--- src/rtl/ifetch_pkg.sv ---
// Shared types for the instruction fetch queue: FSM encoding, queue entry layout
// and the fetch stride.
package ifetch_pkg;

   localparam int IFQ_ADDR_W = 32;
   localparam int IFQ_DATA_W = 32;
   localparam int INST_BYTES = 4;

   typedef enum logic [1:0] {
      ST_RST   = 2'd0,
      ST_RUN   = 2'd1,
      ST_FLUSH = 2'd2
   } ifetch_state_e;

   typedef struct packed {
      logic [IFQ_ADDR_W-1:0] pc;
      logic [IFQ_DATA_W-1:0] inst;
   } ifq_entry_t;

endpackage

--- src/rtl/ifq_fifo.sv ---
// Synchronous FIFO of DEPTH entries of type T (power-of-two depth). A push into a
// full FIFO is accepted only when a pop happens in the same cycle.
module ifq_fifo
   import ifetch_pkg::*;
#(
   parameter int  DEPTH = 4,
   parameter type T     = ifq_entry_t
) (
   input  logic                   clk,
   input  logic                   rst,
   input  logic                   push,
   input  T                       push_data,
   input  logic                   pop,
   input  logic                   flush,
   output T                       head,
   output logic [$clog2(DEPTH):0] count
);

   localparam int PTR_W = $clog2(DEPTH);
   localparam logic [PTR_W:0]   FULL_CNT = (PTR_W+1)'(DEPTH);
   localparam logic [PTR_W:0]   CNT_ONE  = {{PTR_W{1'b0}}, 1'b1};
   localparam logic [PTR_W-1:0] PTR_ONE  = {{(PTR_W-1){1'b0}}, 1'b1};

   T                 mem_r [DEPTH];
   logic [PTR_W-1:0] wr_ptr_r;
   logic [PTR_W-1:0] rd_ptr_r;
   logic [PTR_W:0]   count_r;
   logic             do_pop_s;
   logic             do_push_s;

   assign do_pop_s  = pop && (count_r != {(PTR_W+1){1'b0}});
   assign do_push_s = push && ((count_r != FULL_CNT) || do_pop_s);
   assign head      = mem_r[rd_ptr_r];
   assign count     = count_r;

   // Pointer and occupancy bookkeeping; flush empties the FIFO without touching storage.
   always_ff @(posedge clk) begin
      if (rst || flush) begin
         wr_ptr_r <= {PTR_W{1'b0}};
         rd_ptr_r <= {PTR_W{1'b0}};
         count_r  <= {(PTR_W+1){1'b0}};
      end else begin
         if (do_push_s) begin
            wr_ptr_r <= wr_ptr_r + PTR_ONE;
         end
         if (do_pop_s) begin
            rd_ptr_r <= rd_ptr_r + PTR_ONE;
         end
         case ({do_push_s, do_pop_s})
            2'b10:   count_r <= count_r + CNT_ONE;
            2'b01:   count_r <= count_r - CNT_ONE;
            default: count_r <= count_r;
         endcase
      end
   end

   // Entry storage write port.
   always_ff @(posedge clk) begin
      if (do_push_s && !flush) begin
         mem_r[wr_ptr_r] <= push_data;
      end
   end

endmodule

--- src/rtl/ifetch_queue.sv ---
// Instruction fetch front end: credit-limited in-order fetch with redirect flush.
// Optional performance counters are enabled by defining IFETCH_PERF_CNT_EN.
module ifetch_queue
   import ifetch_pkg::*;
#(
   parameter int                DEPTH    = 4,
   parameter int                ADDR_W   = IFQ_ADDR_W,
   parameter int                DATA_W   = IFQ_DATA_W,
   parameter logic [ADDR_W-1:0] RESET_PC = {ADDR_W{1'b0}}
) (
   input  logic              CLK,
   input  logic              rst,
   output logic              imem_req_valid,
   input  logic              imem_req_ready,
   output logic [ADDR_W-1:0] imem_req_addr,
   input  logic              imem_rsp_valid,
   input  logic [DATA_W-1:0] imem_rsp_data,
   input  logic              redirect_valid,
   input  logic [ADDR_W-1:0] redirect_addr,
   output logic              inst_valid,
   input  logic              inst_ready,
   output logic [DATA_W-1:0] inst_data,
   output logic [ADDR_W-1:0] inst_pc
`ifdef IFETCH_PERF_CNT_EN
   ,
   output logic [31:0]       perf_fetch_cnt,
   output logic [31:0]       perf_flush_cnt,
   output logic [31:0]       perf_drop_cnt
`endif
);

   localparam int CNT_W = $clog2(DEPTH) + 1;
   localparam logic [CNT_W-1:0] CNT_ZERO = {CNT_W{1'b0}};
   localparam logic [CNT_W-1:0] CNT_ONE  = {{(CNT_W-1){1'b0}}, 1'b1};

   ifetch_state_e     state_r;
   ifetch_state_e     state_next_s;
   logic [ADDR_W-1:0] fetch_pc_r;
   logic [CNT_W-1:0]  discard_r;
   logic [CNT_W-1:0]  discard_next_s;
   logic [CNT_W-1:0]  q_count_s;
   logic [CNT_W-1:0]  outstanding_s;
   logic [CNT_W-1:0]  outstanding_next_s;
   logic [CNT_W:0]    inflight_s;
   logic              accept_s;
   logic              rsp_s;
   logic              drop_s;
   logic              push_s;
   logic              pop_s;
   ifq_entry_t        push_entry_s;
   ifq_entry_t        head_s;
   logic [ADDR_W-1:0] tag_head_s;

   // Queued plus in-flight fetches never exceed DEPTH, so every response has a slot.
   assign inflight_s     = {1'b0, q_count_s} + {1'b0, outstanding_s};
   assign imem_req_valid = (state_r != ST_RST) && (inflight_s < (CNT_W+1)'(DEPTH));
   assign imem_req_addr  = fetch_pc_r;

   assign accept_s = imem_req_valid && imem_req_ready;
   assign rsp_s    = imem_rsp_valid;
   assign drop_s   = rsp_s && ((discard_r != CNT_ZERO) || redirect_valid);
   assign push_s   = rsp_s && !drop_s;
   assign pop_s    = inst_valid && inst_ready;

   assign outstanding_next_s = outstanding_s + {{(CNT_W-1){1'b0}}, accept_s}
                                             - {{(CNT_W-1){1'b0}}, rsp_s};

   assign push_entry_s.pc   = IFQ_ADDR_W'(tag_head_s);
   assign push_entry_s.inst = IFQ_DATA_W'(imem_rsp_data);

   assign inst_valid = (q_count_s != CNT_ZERO);
   assign inst_data  = DATA_W'(head_s.inst);
   assign inst_pc    = ADDR_W'(head_s.pc);

   // Discard bookkeeping and FSM next state; a redirect makes everything still in flight stale.
   always_comb begin
      discard_next_s = discard_r;
      state_next_s   = state_r;
      if (redirect_valid) begin
         discard_next_s = outstanding_next_s;
      end else if (rsp_s && (discard_r != CNT_ZERO)) begin
         discard_next_s = discard_r - CNT_ONE;
      end else begin
         discard_next_s = discard_r;
      end
      case (state_r)
         ST_RST:   state_next_s = ST_RUN;
         ST_RUN,
         ST_FLUSH: state_next_s = (discard_next_s != CNT_ZERO) ? ST_FLUSH : ST_RUN;
         default:  state_next_s = ST_RST;
      endcase
   end

   // Fetch PC, discard counter and FSM state.
   always_ff @(posedge CLK) begin
      if (rst) begin
         state_r    <= ST_RST;
         fetch_pc_r <= RESET_PC;
         discard_r  <= CNT_ZERO;
      end else begin
         state_r   <= state_next_s;
         discard_r <= discard_next_s;
         if (redirect_valid) begin
            fetch_pc_r <= {redirect_addr[ADDR_W-1:2], 2'b00};
         end else if (accept_s) begin
            fetch_pc_r <= fetch_pc_r + ADDR_W'(INST_BYTES);
         end else begin
            fetch_pc_r <= fetch_pc_r;
         end
      end
   end

   // The tag FIFO occupancy is the outstanding-request count; it must survive redirects.
   ifq_fifo #(
      .DEPTH (DEPTH),
      .T     (logic [ADDR_W-1:0])
   ) u_tag_fifo (
      .clk       (CLK),
      .rst       (rst),
      .push      (accept_s),
      .push_data (fetch_pc_r),
      .pop       (rsp_s),
      .flush     (1'b0),
      .head      (tag_head_s),
      .count     (outstanding_s)
   );

   ifq_fifo #(
      .DEPTH (DEPTH),
      .T     (ifq_entry_t)
   ) u_inst_fifo (
      .clk       (CLK),
      .rst       (rst),
      .push      (push_s),
      .push_data (push_entry_s),
      .pop       (pop_s),
      .flush     (redirect_valid),
      .head      (head_s),
      .count     (q_count_s)
   );

`ifdef IFETCH_PERF_CNT_EN
   // Saturating event counters.
   always_ff @(posedge CLK) begin
      if (rst) begin
         perf_fetch_cnt <= 32'd0;
         perf_flush_cnt <= 32'd0;
         perf_drop_cnt  <= 32'd0;
      end else begin
         if (accept_s && (perf_fetch_cnt != 32'hFFFF_FFFF)) begin
            perf_fetch_cnt <= perf_fetch_cnt + 32'd1;
         end
         if (redirect_valid && (perf_flush_cnt != 32'hFFFF_FFFF)) begin
            perf_flush_cnt <= perf_flush_cnt + 32'd1;
         end
         if (drop_s && (perf_drop_cnt != 32'hFFFF_FFFF)) begin
            perf_drop_cnt <= perf_drop_cnt + 32'd1;
         end
      end
   end
`endif

endmodule
--- config.mk ---
export PLATFORM = sky130hd
export DESIGN_NAME = ifetch_queue
export DESIGN_NICKNAME = d
export VERILOG_FILES = /design/src/rtl/ifetch_pkg.sv /design/src/rtl/ifq_fifo.sv /design/src/rtl/ifetch_queue.sv
export SDC_FILE = /design/constraint.sdc
export NUM_CORES = 1
export LEC_CHECK = 0
export CORE_MARGIN = 8
export CORE_UTILIZATION = 45
export CTS_BUF_LIST = sky130_fd_sc_hd__clkbuf_4 sky130_fd_sc_hd__clkbuf_8
export DETAILED_ROUTE_END_ITERATION = 10
export PLACE_DENSITY = 0.65
export SLEW_MARGIN = 15
export SYNTH_ARGS = -nofsm -noshare
export SYNTH_HDL_FRONTEND = slang
export SYNTH_HIERARCHICAL = 1
export SYNTH_SLANG_ARGS = --single-unit
--- constraint.sdc ---
create_clock -name CLK -period 8.4 [get_ports CLK]
set_clock_uncertainty 0.1 [all_clocks]
set_input_delay 1.26 -clock CLK [delete_from_list [all_inputs] [get_ports CLK]]
set_output_delay 1.26 -clock CLK [all_outputs]
set_load 0.05 [all_outputs]
# ---- After elaboration in Yosys (flattened, before gate mapping)
# Memory sizes are Yosys's and may differ from the RTL's. A register that Yosys moved wholly into a read port is not among the register bits.
# Cells that the tools add are included.
# W data, S select, Z words.
dict set report word_totals {
  inputBits 70
  ramBits 384
  mem_count 2
  out_inout_bits 98
  regBits 51
  elab_cells 78
}
dict set report classes {
  mux 16
  reduce_logical 28
  n_eq_ne 8
  n_lt_le_gt_ge 1
  n_addsub 13
}
# name words width read_ports rd_clocked_by_memory_dff wr line
set memory_table {}
lappend memory_table {u_inst_fifo.mem_r 4 64 1 1 1 ifq_fifo.sv:24} ;# T mem_r [DEPTH];
lappend memory_table {u_tag_fifo.mem_r 4 32 1 1 1 ifq_fifo.sv:24}
# op n
set ops {}
lappend ops {{$mux W32} 2}
lappend ops {{$add A32 B3 Y32 const B} 1}
lappend ops {{$pmux W3 S2} 2}
lappend ops {{$reduce_bool A3 Y1} 4}
lappend ops {{$logic_and A1 B1 Y1} 11}
lappend ops {{$mux W2} 5}
lappend ops {{$sub A3 B1 Y3 const B} 3}
lappend ops {{$add A2 B1 Y2 const B} 4}
lappend ops {{$reduce_bool A2 Y1} 4}
lappend ops {{$add A3 B1 Y3 const B} 2}
lappend ops {{$eq A2 B1 Y1 const B} 3}
lappend ops {{$eq A2 B2 Y1 const B} 3}
lappend ops {{$mux W3} 2}
lappend ops {{$ne A3 B3 Y1 const B} 2}
lappend ops {{$add A3 B3 Y4} 1}
lappend ops {{$logic_or A1 B1 Y1} 4}
lappend ops {{$lt A4 B3 Y1 const B} 1}
lappend ops {{$mux W1} 4}
lappend ops {{$pmux W2 S2} 1}
lappend ops {{$reduce_or A2 Y1} 2}
lappend ops {{$add A3 B1 Y3} 1}
lappend ops {{$sub A3 B1 Y3} 1}
lappend ops {{$logic_not A1 Y1} 2}
lappend ops {{$logic_not A2 Y1} 1}

# ---- Depth between registers and ports, before layout
# Gate-level depths: netlist of run 1.
dict set report logic_depth {
  word_depth 10
  depth_mapped 14
  mapped_depth_nobuf 13
}

# ---- Modules after synthesis
# Netlist of run 1, hierarchy kept.
# mod seq_area_each_um2 area_per_inst_um2 instances cells_each
set by_module_without_submodules {}
lappend by_module_without_submodules {{ifq_fifo (u_inst_fifo)} 7867.5 9855.7 1 399}
lappend by_module_without_submodules {{ifq_fifo (u_tag_fifo)} 4023.9 5191.2 1 232}
lappend by_module_without_submodules {ifetch_queue 700.7 2113.3 1 261}

# ---- Least setup slack after synthesis of run 1
# Ideal clock, no wire load.
dict set report synth_timing {
  kind {input port to flip-flop}
  startpoint {input port imem_rsp_valid}
  endpoint {memory u_inst_fifo/mem_r[0][0] (netlist bit) (enable)}
  arrival_time_ps 3520
  path_slack_ps 4351
  setup_ps 429
  path_buffers 1
  required_time_ps 7871
  path_stages 6
  cell_sequence {inv_1 > nor3_1 > buf_4 > inv_1 > nor3_1 > and2_1}
}
dict set report synth_between {
  elab_chain_len 7
}
# item line
set synth_lines {}
lappend synth_lines {{start, declared} ifetch_queue.sv:16} ;# input logic imem_rsp_valid,
lappend synth_lines {{$logic_and A1 B1 Y1} ifetch_queue.sv:61} ;# assign drop_s = rsp_s && ((discard_r != CNT_ZERO) || redirect_valid);
lappend synth_lines {{$logic_not A1 Y1} ifetch_queue.sv:62} ;# assign push_s = rsp_s && !drop_s;
lappend synth_lines {{$logic_and A1 B1 Y1 *} ifetch_queue.sv:62}
lappend synth_lines {{net push_s} ifetch_queue.sv:48} ;# logic push_s;
lappend synth_lines {{$logic_and A1 B1 Y1 *} ifq_fifo.sv:32} ;# assign do_push_s = push && ((count_r != FULL_CNT) || do_pop_s);
lappend synth_lines {{$logic_and A1 B1 Y1 *} ifq_fifo.sv:59} ;# if (do_push_s && !flush) begin
lappend synth_lines {{$mux W1 *} ifq_fifo.sv:59}
lappend synth_lines {{$mux W1 (not written as such) *} ifq_fifo.sv:60} ;# mem_r[wr_ptr_r] <= push_data;
lappend synth_lines {{end, declared} ifq_fifo.sv:24}
# The timed path passes the listed nets; every way through them passes the cells marked *.

==> impl_results.md, run 1 <==
* Top cells by area, synth: edfxtp_1 (67%), mux4_2 (13%), dfxtp_1 (6.2%)
* Area Overhead vs Synth at 20.23%
* Final Hold Viols at 0
* Syn Area/Cell at ~19 um2
* CTS tree: built
* Slew HR at approximately 30%
* Diodes inserted at 0
* Fillcell total at 2958
* Hold Buf Count CTS at 0
* Vias in the first global route at slightly above 9000
* Pwr/cell area at 223.3 nW/um2
* Most common cell after layout, fill and taps aside: edfxtp_1
* Worst hold path type: reg -> reg
* Total core area at 37580 um2
* Crit-path slowest cell: buf_4
* Clock Tree Root: clkbuf_8
* Crit Path Category: reg -> out
* Hold_ws at between 400 and 500 ps
* YS warnings at 6
* Startpoint Class: flop
* Global-route wire length before repair at approximately 55 mm
* Crit end category: output pin
* Post-synthesis sequential area ratio at 73.38%
* RSZ-0062 raised after global routing: false
* Critical Path AT at between 3000 and 4000 ps
* Initial core utilization at between 40% and 50%
* Layout cell share with drive strength beyond 1 at 21.28%
* Setup TNS Final at 0 ps
* # resized after CTS at 0
* Clk_lat worst skew at approximately 600 ps
* CP peak stage delay at about 850 ps
* Total of max-cap violations at 0
* FP Rows at 71
* Reg area at ~13000 um2
* Post-route DRC at 0
* GRT Overall Usage at between 10% and 20%
* Area of the multi-input gates at between 4000 and 5000 um2
* Minimum clock period at 4790 ps
* Synth cell types at 55
* Dominant cell type by area after synthesis: edfxtp_1
* Peak supply drop at between 0.1 and 0.15 mV
* Slew @ Worst Pin at roughly 1000 ps
* Post-detail-place hpwl at between 20 and 25 mm
* Die Y at around 210 um
* Ys async rst share at 0%
* Synth top area share at about two thirds
* Top_reg_cell synth: edfxtp_1
* Initial antenna violation count at 1
* CTS buffer count at 73
* Pre-Repair DR Iteration Count at 5
* Status: finished, final reports clean
* Clock Path Buffers at 3
* Largest net degree at the start of global routing at 65
* Count of final setup violators at 0
* Die ar. at around 45000 um2
* Routed Antenna Nets at 0
* Cells along the critical path: buf_4 > mux4_2 > clkdlybuf4s50_1
* Mapped Area at around 17000 um2
* Number of H-tree levels at 3
* DR vias at approximately 9000
* I/O Pins at between 150 and 200
* Commonest cells after routing, fill and taps aside: edfxtp_1 (384), clkdlybuf4s50_1 (163), mux4_2 (96), clkbuf_8 (81), dfxtp_1 (50)
* P_leak at 6.496 nW
* FF+latch count, synth at 437
* Fmax at about 210 MHz
* Setup repair bufs after CTS at 0
* Pins Over Slew Limit at 0
* Die X-Extent at 211.3 um
* Port Buf Inserts at 163
* CP max FO at 48
* Final worst path period share at 57.03%
* Grt ovf at 0
* WL per Instance at roughly 21 um
* RD Place Congestion at 0.7719
* Critical Path RT at slightly above 7000 ps
* Vias/cell at between 5 and 6
* Final net count at ~1200
* Final Cell Area at approximately 21000 um2
* Post-Syn Instances at 892
* Num Clock Sinks at ~440
* Placed instance area at about 19000 um2
* EDFF count, synth at roughly 380
* Drt first-iter violations at approximately 490
* Clk slew on worst S/H paths at about 50 ps
* Final Routed Wirelength at between 30 and 40 mm
==> cells by family (layout without fill, tap and decap cells) <==
kind of cell	Yosys count	after routing	share of synthesized area, %
and+or+nand+nor	158	158	4.944
muxes	96	96	12.60
other	1	12	0.02185
adders and majority gates	20	20	1.589
buffers and inverters	71	324	2.552
xor gates and xnor gates	35	35	1.874
AOI/OAI and AO/OA	74	74	3.041
DFF	437	437	73.38
==> routing by layer <==
metal  track usage (%)  up-vias  wire length, um
li1                  -     4019                -
met1             21.61     4471            15960
met2             25.52      236            16880
met3             3.932       50             2028
met4             5.092        4              559
met5             1.111        -               78
==> Yosys cell counts, types with 4 or more instances <==
library cell,count
clkbuf_1,13
mux4_2,96
buf_4,7
nand3b_1,4
a211oi_1,23
and2_2,4
a311oi_1,4
o21ai_0,8
dfxtp_1,53
buf_12,6
xnor2_1,26
nand4_1,10
o211ai_1,4
nor3_1,15
xor2_1,8
nand3_1,14
nor4_1,11
buf_6,4
edfxtp_1,384
nor2_1,42
or2_2,4
nand2_1,20
inv_1,26
buf_2,12
a21oi_1,14
and2_1,7
ha_1,17
nand2b_1,5
or3_1,7
==> per-stage QoR <==
| stage | utilization [%] | setup slack, ps | total power [mW] | std cells |
|---|---|---|---|---|
| 2_1_floorplan | - | 4351 | 2.731 | 903 |
| 3_3_place_gp | 51.21 | 3552 | 2.871 | 1545 |
| 3_5_place_dp | 51.21 | 3493 | 2.878 | 1545 |
| 4_1_cts | 54.91 | 3451 | 4.676 | 1667 |
| 5_1_grt | 54.91 | 3311 | 4.793 | 1667 |
| 6_report | 54.91 | 3610 | 4.608 | 1667 |
==> sequential cells by signal (all words and copies together), names as in the netlist, 3 cells and up, named ones only <==
name / count
u_inst_fifo/mem_r: 256
u_tag_fifo/mem_r: 128
imem_req_addr: 30
discard_r: 3
u_inst_fifo/count: 3
u_tag_fifo/count: 3
==> where the power goes <==
part / internal, mW / switching, mW / total [mW]
clock: 0.996 / 0.781 / 1.78
combinational: 0.139 / 0.221 / 0.360
sequential: 2.43 / 0.0417 / 2.47
total: 3.56 / 1.04 / 4.61
==> critical path, delay by kind of cell (launching register included) <==
| kind | cells | cell delay (ps) |
|---|---|---|
| multiplexers | 1 | 670 |
| flip-flops | 1 | 560 |
| buffers and inverters | 2 | 1580 |
==> worst paths after layout <==
kind              cells past startpoint  slack [ps]                     from                 endpoint
setup / recovery                      3        3610                     flop               inst_pc[4]
hold / removal                        2         430  u_inst_fifo/rd_ptr_r[1]  u_inst_fifo/rd_ptr_r[1]
setup reg to reg                      8        4260      u_tag_fifo/count[2]   u_tag_fifo/mem_r[3][5]
hold reg to reg                       2         430  u_inst_fifo/rd_ptr_r[1]  u_inst_fifo/rd_ptr_r[1]
==> cell type report <==
cell class,count,area share (%)
flip-flops and latches,437,61.07
multi-input cells,395,20.27
repair buffers,175,8.344
clock buffers,108,6.386
well taps,511,3.099
inverters,27,0.4912
clock inverters,14,0.3396
Power figures use the tool's default switching activity.
==> run 2, diff against run 1 <==
--- a/config.mk
+++ b/config.mk
@@ -9,7 +9,7 @@
 export CORE_UTILIZATION = 45
 export CTS_BUF_LIST = sky130_fd_sc_hd__clkbuf_4 sky130_fd_sc_hd__clkbuf_8
 export DETAILED_ROUTE_END_ITERATION = 10
-export PLACE_DENSITY = 0.65
+export PLACE_DENSITY = 0.68
 export SLEW_MARGIN = 15
 export SYNTH_ARGS = -nofsm -noshare
 export SYNTH_HDL_FRONTEND = slang
==> constraint.sdc (replaced) <==
create_clock -name CLK -period 4.15 [get_ports CLK]
set_clock_uncertainty 0.1 [all_clocks]
set_input_delay 0.6225 -clock CLK [delete_from_list [all_inputs] [get_ports CLK]]
set_output_delay 0.6225 -clock CLK [all_outputs]
set_load 0.05 [all_outputs]
==> run 2 against run 1 <==
  * Via count is 0.85% higher
  * Cell area is 1.5% higher
  * Global-route usage is 0.065 points higher
  * Critical endpoint is now inst_data[3]
==> impl_results.md, run 2 (synthesis gave the netlist of run 1 again) <==
* Status: finished, final reports clean
* Initial core utilization at between 40% and 50%
* Final Routed Wirelength at 35.37 mm
* Setup TNS Final at 0 ps
* Clk_lat worst skew at between 500 and 600 ps
* CP peak stage delay at ~740 ps
* Critical Path AT at 2870 ps
* Largest net degree at the start of global routing at 59
* Cells along the critical path: buf_4 > mux4_2 > clkdlybuf4s50_1
* CP max FO at 18
* Total core area at 37580 um2
* Commonest cells after routing, fill and taps aside: edfxtp_1 (384), clkdlybuf4s50_1 (163), mux4_2 (96), clkbuf_8 (79), dfxtp_1 (50)
* Crit-path slowest cell: clkdlybuf4s50_1
* Drt first-iter violations at around 460
* RR Endpoint: u_tag_fifo/mem_r[2][30]
* Port Buf Inserts at ~160
* CTS buffer count at between 70 and 80
* Post-route DRC at 0
* Vias in the first global route at ~9500
* Busiest layer in global routing: met2
* Worst Hold Depth at 2
* Die Y at roughly 210 um
* CTS tree: built
* Met3 Use GR at between 4 and 5%
* Hold path endpoint: u_tag_fifo/rd_ptr_r[1]
* Slew HR at between 40 and 50%
* RSZ-0062 raised after global routing: false
* Crit Path Category: reg -> out
* Clock Tree Root: clkbuf_8
* Minimum clock period at roughly 3600 ps
* Initial antenna violation count at 2
* Finished Layout Cells at between 1500 and 2000
* Total of max-cap violations at 0
* Setup repair bufs after CTS at 0
* Diodes inserted at 0
* Count of final setup violators at 0
* Placed cells at 1562
* Min-delay src: u_tag_fifo/rd_ptr_r[1]
* Grt ovf at 0
* Layout cell share with drive strength beyond 1 at 22.25%
* Largest Register: u_inst_fifo/mem_r
* Die X-Extent at 211.3 um
* Pre-Repair DR Iteration Count at 4
* GRT met1 Usage at between 20% and 30%
* Post-detail-place hpwl at 22.92 mm
* # resized after CTS at 0
* FP Rows at 71
* Clk slew on worst S/H paths at around 60 ps
* Worst hold path type: reg -> reg
* Num Clock Sinks at 437
* Pwr/cell area at approximately 450 nW/um2
* Area Overhead vs Synth at 22.09%
* M2 GR Usage at about a quarter
* Global-route wire length before repair at 54.99 mm
* Final net count at 1216
* FF-to-FF path depth at 10
* Die ar. at 44640 um2
* I/O Pins at approximately 170
* Fmax at around 280 MHz
* P_leak at 6.631 nW
* Hold Buf Count CTS at 0
* RD Place Congestion at approximately 0.76
* Most common cell after layout, fill and taps aside: edfxtp_1
* Crit end category: output pin
* Vias/cell at roughly 5.2
* Clock Path Buffers at 3
* Max FFs per register at roughly 260
* DR vias at ~8900
* Register-to-Register Setup Slack at ~800 ps
* Routed Antenna Nets at 0
* Number of H-tree levels at 3
* GRT Overall Usage at ~16%
* Slew @ Worst Pin at between 700 and 800 ps
* Peak supply drop at between 0.2 and 0.25 mV
* Final worst path period share at 86.47%
* Startpoint Class: flop
* Critical Path RT at 3430 ps
* Reg-to-reg startpoint: u_tag_fifo/count[2]
* Final Hold Viols at 0
* WL per Instance at 20.89 um
* Pins Over Slew Limit at 0
==> run 2: metal layers <==
metal,up-vias,routed length [um]
met5,-,27
li1,4066,-
met1,4483,15110
met4,4,604
met2,246,17090
met3,56,2535
==> run 2: power by group <==
part           internal (mW)  total [mW]  switching, mW
Combinational          0.301       0.751          0.450
Clock                   2.01        3.65           1.63
Sequential              4.91        5.00         0.0824
Total                   7.23        9.39           2.17
==> run 2: cell type report <==
| class | instances | area, um2 |
|---|---|---|
| flip-flops and latches | 437 | 12600 |
| clock inverters | 30 | 162.7 |
| fillers | 2911 | 16630 |
| repair buffers | 192 | 2012 |
| clock buffers | 101 | 1252 |
| inverters | 27 | 101.3 |
| multi-input cells | 395 | 4182 |
| well taps | 511 | 639.4 |
==> run 2: worst max-delay path by stage <==
stage | start | endpoint | slack (ps) | cells after the start
6_report | flop | inst_data[3] | 560 | 3
5_1_grt | flop | inst_data[3] | 380 | 3
4_1_cts | flop | inst_data[3] | 420 | 3
3_5_place_dp | u_tag_fifo/count[2] | u_tag_fifo/mem_r[2][21] | 770 | 10
3_3_place_gp | u_tag_fifo/count[2] | u_tag_fifo/mem_r[2][21] | 800 | 10
2_1_floorplan | u_inst_fifo/count[1] | u_inst_fifo/mem_r[0][0] | 660 | 5
==> run 2: metrics by stage <==
| stage | util (%) | total power [mW] | setup WS, ps | hold WS [ps] | instance area [um2] |
|---|---|---|---|---|---|
| global route | 55.75 | 9.787 | 378.7 | 454.8 | 20950 |
| CTS | 55.75 | 9.522 | 417.5 | 426.6 | 20950 |
| floorplan | - | 5.527 | 659.7 | 384.7 | 17200 |
| global placement | 51.99 | 5.827 | 800.1 | 399.9 | 19540 |
| detailed placement | 51.99 | 5.845 | 765.4 | 414.8 | 19540 |
| finish | 55.75 | 9.394 | 561.6 | 423.7 | 20950 |
==> run 2: worst max-delay path: cells and delay by family (launching register included) <==
kind,cells,cell delay (ps)
buffers and inverters,2,1090
DFF,1,650
muxes,1,530
==> run 3, diff against run 2 <==
--- a/config.mk
+++ b/config.mk
@@ -9,7 +9,7 @@
 export CORE_UTILIZATION = 45
 export CTS_BUF_LIST = sky130_fd_sc_hd__clkbuf_4 sky130_fd_sc_hd__clkbuf_8
 export DETAILED_ROUTE_END_ITERATION = 10
-export PLACE_DENSITY = 0.68
+export PLACE_DENSITY_LB_ADDON = 0.15
 export SLEW_MARGIN = 15
 export SYNTH_ARGS = -nofsm -noshare
 export SYNTH_HDL_FRONTEND = slang
==> run 3 against run 2 <==
  * Die area did not move
  * Combinational power rose by 0.5%
  * Clock power fell by 2%
  * Sequential cell count did not move
  * Sequential share of layout area barely moved
  * Global-route usage rose by 0.16 points
  * Core utilization barely moved
  * Critical path type unchanged
  * Highest routed layer is now met4
==> impl_results.md, run 3 (synthesis gave the netlist of run 1 again) <==
* Critical Path RT at 3430 ps
* Final Hold Viols at 0
* Reg area at around 13000 um2
* Max FFs per register at ~260
* Pwr/cell area at between 400 and 500 nW/um2
* Hold Buf Count CTS at 0
* Slew @ Worst Pin at between 800 and 900 ps
* Grt ovf at 0
* Initial core utilization at between 40% and 50%
* Global-route wire length before repair at 55.28 mm
* DR vias at just under 9000
* Status: finished, final reports clean
* CP max FO at 9
* WL per Instance at 21.29 um
* Setup TNS Final at 0 ps
* Minimum clock period at around 3600 ps
* Setup repair bufs after CTS at 0
* Commonest cells after routing, fill and taps aside: edfxtp_1 (384), clkdlybuf4s50_1 (163), mux4_2 (96), clkbuf_8 (77), dfxtp_1 (50)
* Pins Over Slew Limit at 0
* Die Y at 211.3 um
* Die ar. at ~45000 um2
* CTS tree: built
* Pre-Repair DR Iteration Count at 4
* RSZ-0062 raised after global routing: false
* Area of the multi-input gates at between 4000 and 5000 um2
* Crit Path Category: reg -> out
* Fillcell total at 2983
* Vias in the first global route at roughly 9300
* Worst hold path type: reg -> reg
* Num Clock Sinks at 437
* Total of max-cap violations at 0
* Vias/cell at about 5.2
* Area Overhead vs Synth at 22.10%
* Clock Tree Root: clkbuf_8
* Startpoint Class: flop
* Fmax at ~280 MHz
* Final worst path period share at between 80 and 90%
* FF-to-FF path depth at 10
* Worst Hold Depth at 2
* Routed Antenna Nets at 0
* Crit end category: output pin
* Critical Path AT at roughly 2900 ps
* # resized after CTS at 0
* FP Rows at between 70 and 80
* Diodes inserted at 0
* Slew HR at about 46%
* CTS buffer count at ~70
* I/O Pins at between 150 and 200
* Final net count at ~1200
* Post-detail-place hpwl at about 24 mm
* Peak supply drop at 0.2544 mV
* Initial antenna violation count at 0
* Layout cell share with drive strength beyond 1 at between 20% and 30%
* Largest Register: u_inst_fifo/mem_r
* Layout Utilization at a little under three fifths
* Total core area at 37580 um2
* Clock Path Buffers at 3
* GRT Overall Usage at between 10% and 20%
* Final Routed Wirelength at ~36 mm
* Port Buf Inserts at 163
* Post-route DRC at 0
* RD Place Congestion at around 0.75
* Clk_lat worst skew at 600 ps
* Drt first-iter violations at between 400 and 500
* Number of H-tree levels at 3
* Count of final setup violators at 0
* Die X-Extent at 211.3 um
* Largest net degree at the start of global routing at 51
* Most common cell after layout, fill and taps aside: edfxtp_1
* P_leak at 6.650 nW
* Clk slew on worst S/H paths at about 60 ps
-- run 3: cell type report --
type                    count  area share, %
clock buffers             100          5.882
clock inverters            26         0.6927
inverters                  27         0.4837
multi-input cells         395          19.96
flip-flops and latches    437          60.14
well taps                 511          3.051
repair buffers            199          9.793
-- run 3: per-layer routing --
layer / GRT usage (%) / up-vias / wire length [um]
met1: 20.99 / 4496 / 15600
li1: - / 4076 / -
met3: 4.288 / 56 / 2180
met4: 5.381 / 0 / 609
met5: 0 / - / 0
met2: 26.72 / 228 / 17690
-- run 3: stage by stage --
step | cells | cell area, um2 | power [mW] | hold WS [ps] | worst slack, ps
final | 1695 | 20950 | 9.341 | 426.2 | 543.9
after global placement | 1569 | 19580 | 5.840 | 401.7 | 830.4
after floorplan | 903 | 17200 | 5.527 | 384.7 | 659.7
after detailed placement | 1569 | 19580 | 5.853 | 407.5 | 816.1
after global routing | 1695 | 20950 | 9.721 | 459.7 | 309.6
after CTS | 1695 | 20950 | 9.474 | 428.6 | 443.9
-- run 3: power by group --
part / switching (mW) / internal (mW) / leakage, nW
clock network: 1.61 / 1.98 / 0.729
logic: 0.455 / 0.300 / 2.00
registers: 0.0828 / 4.91 / 3.92
total: 2.15 / 7.19 / 6.65
-- run 3: critical path, stage by stage, from the launching register on --
cell	delay (ps)
dfxtp_1	550
ha_1	300
nor4_1	300
buf_4	200
and2_1	130
clkdlybuf4s50_1	810
-- run 3: final timing paths --
path                                               from                       to  slack [ps]
worst min-delay path            u_inst_fifo/rd_ptr_r[1]  u_inst_fifo/rd_ptr_r[1]         430
worst max register to register      u_tag_fifo/count[2]  u_tag_fifo/mem_r[2][29]         840
worst min register to register  u_inst_fifo/rd_ptr_r[1]  u_inst_fifo/rd_ptr_r[1]         430
worst max-delay path                u_tag_fifo/count[2]           imem_req_valid         540
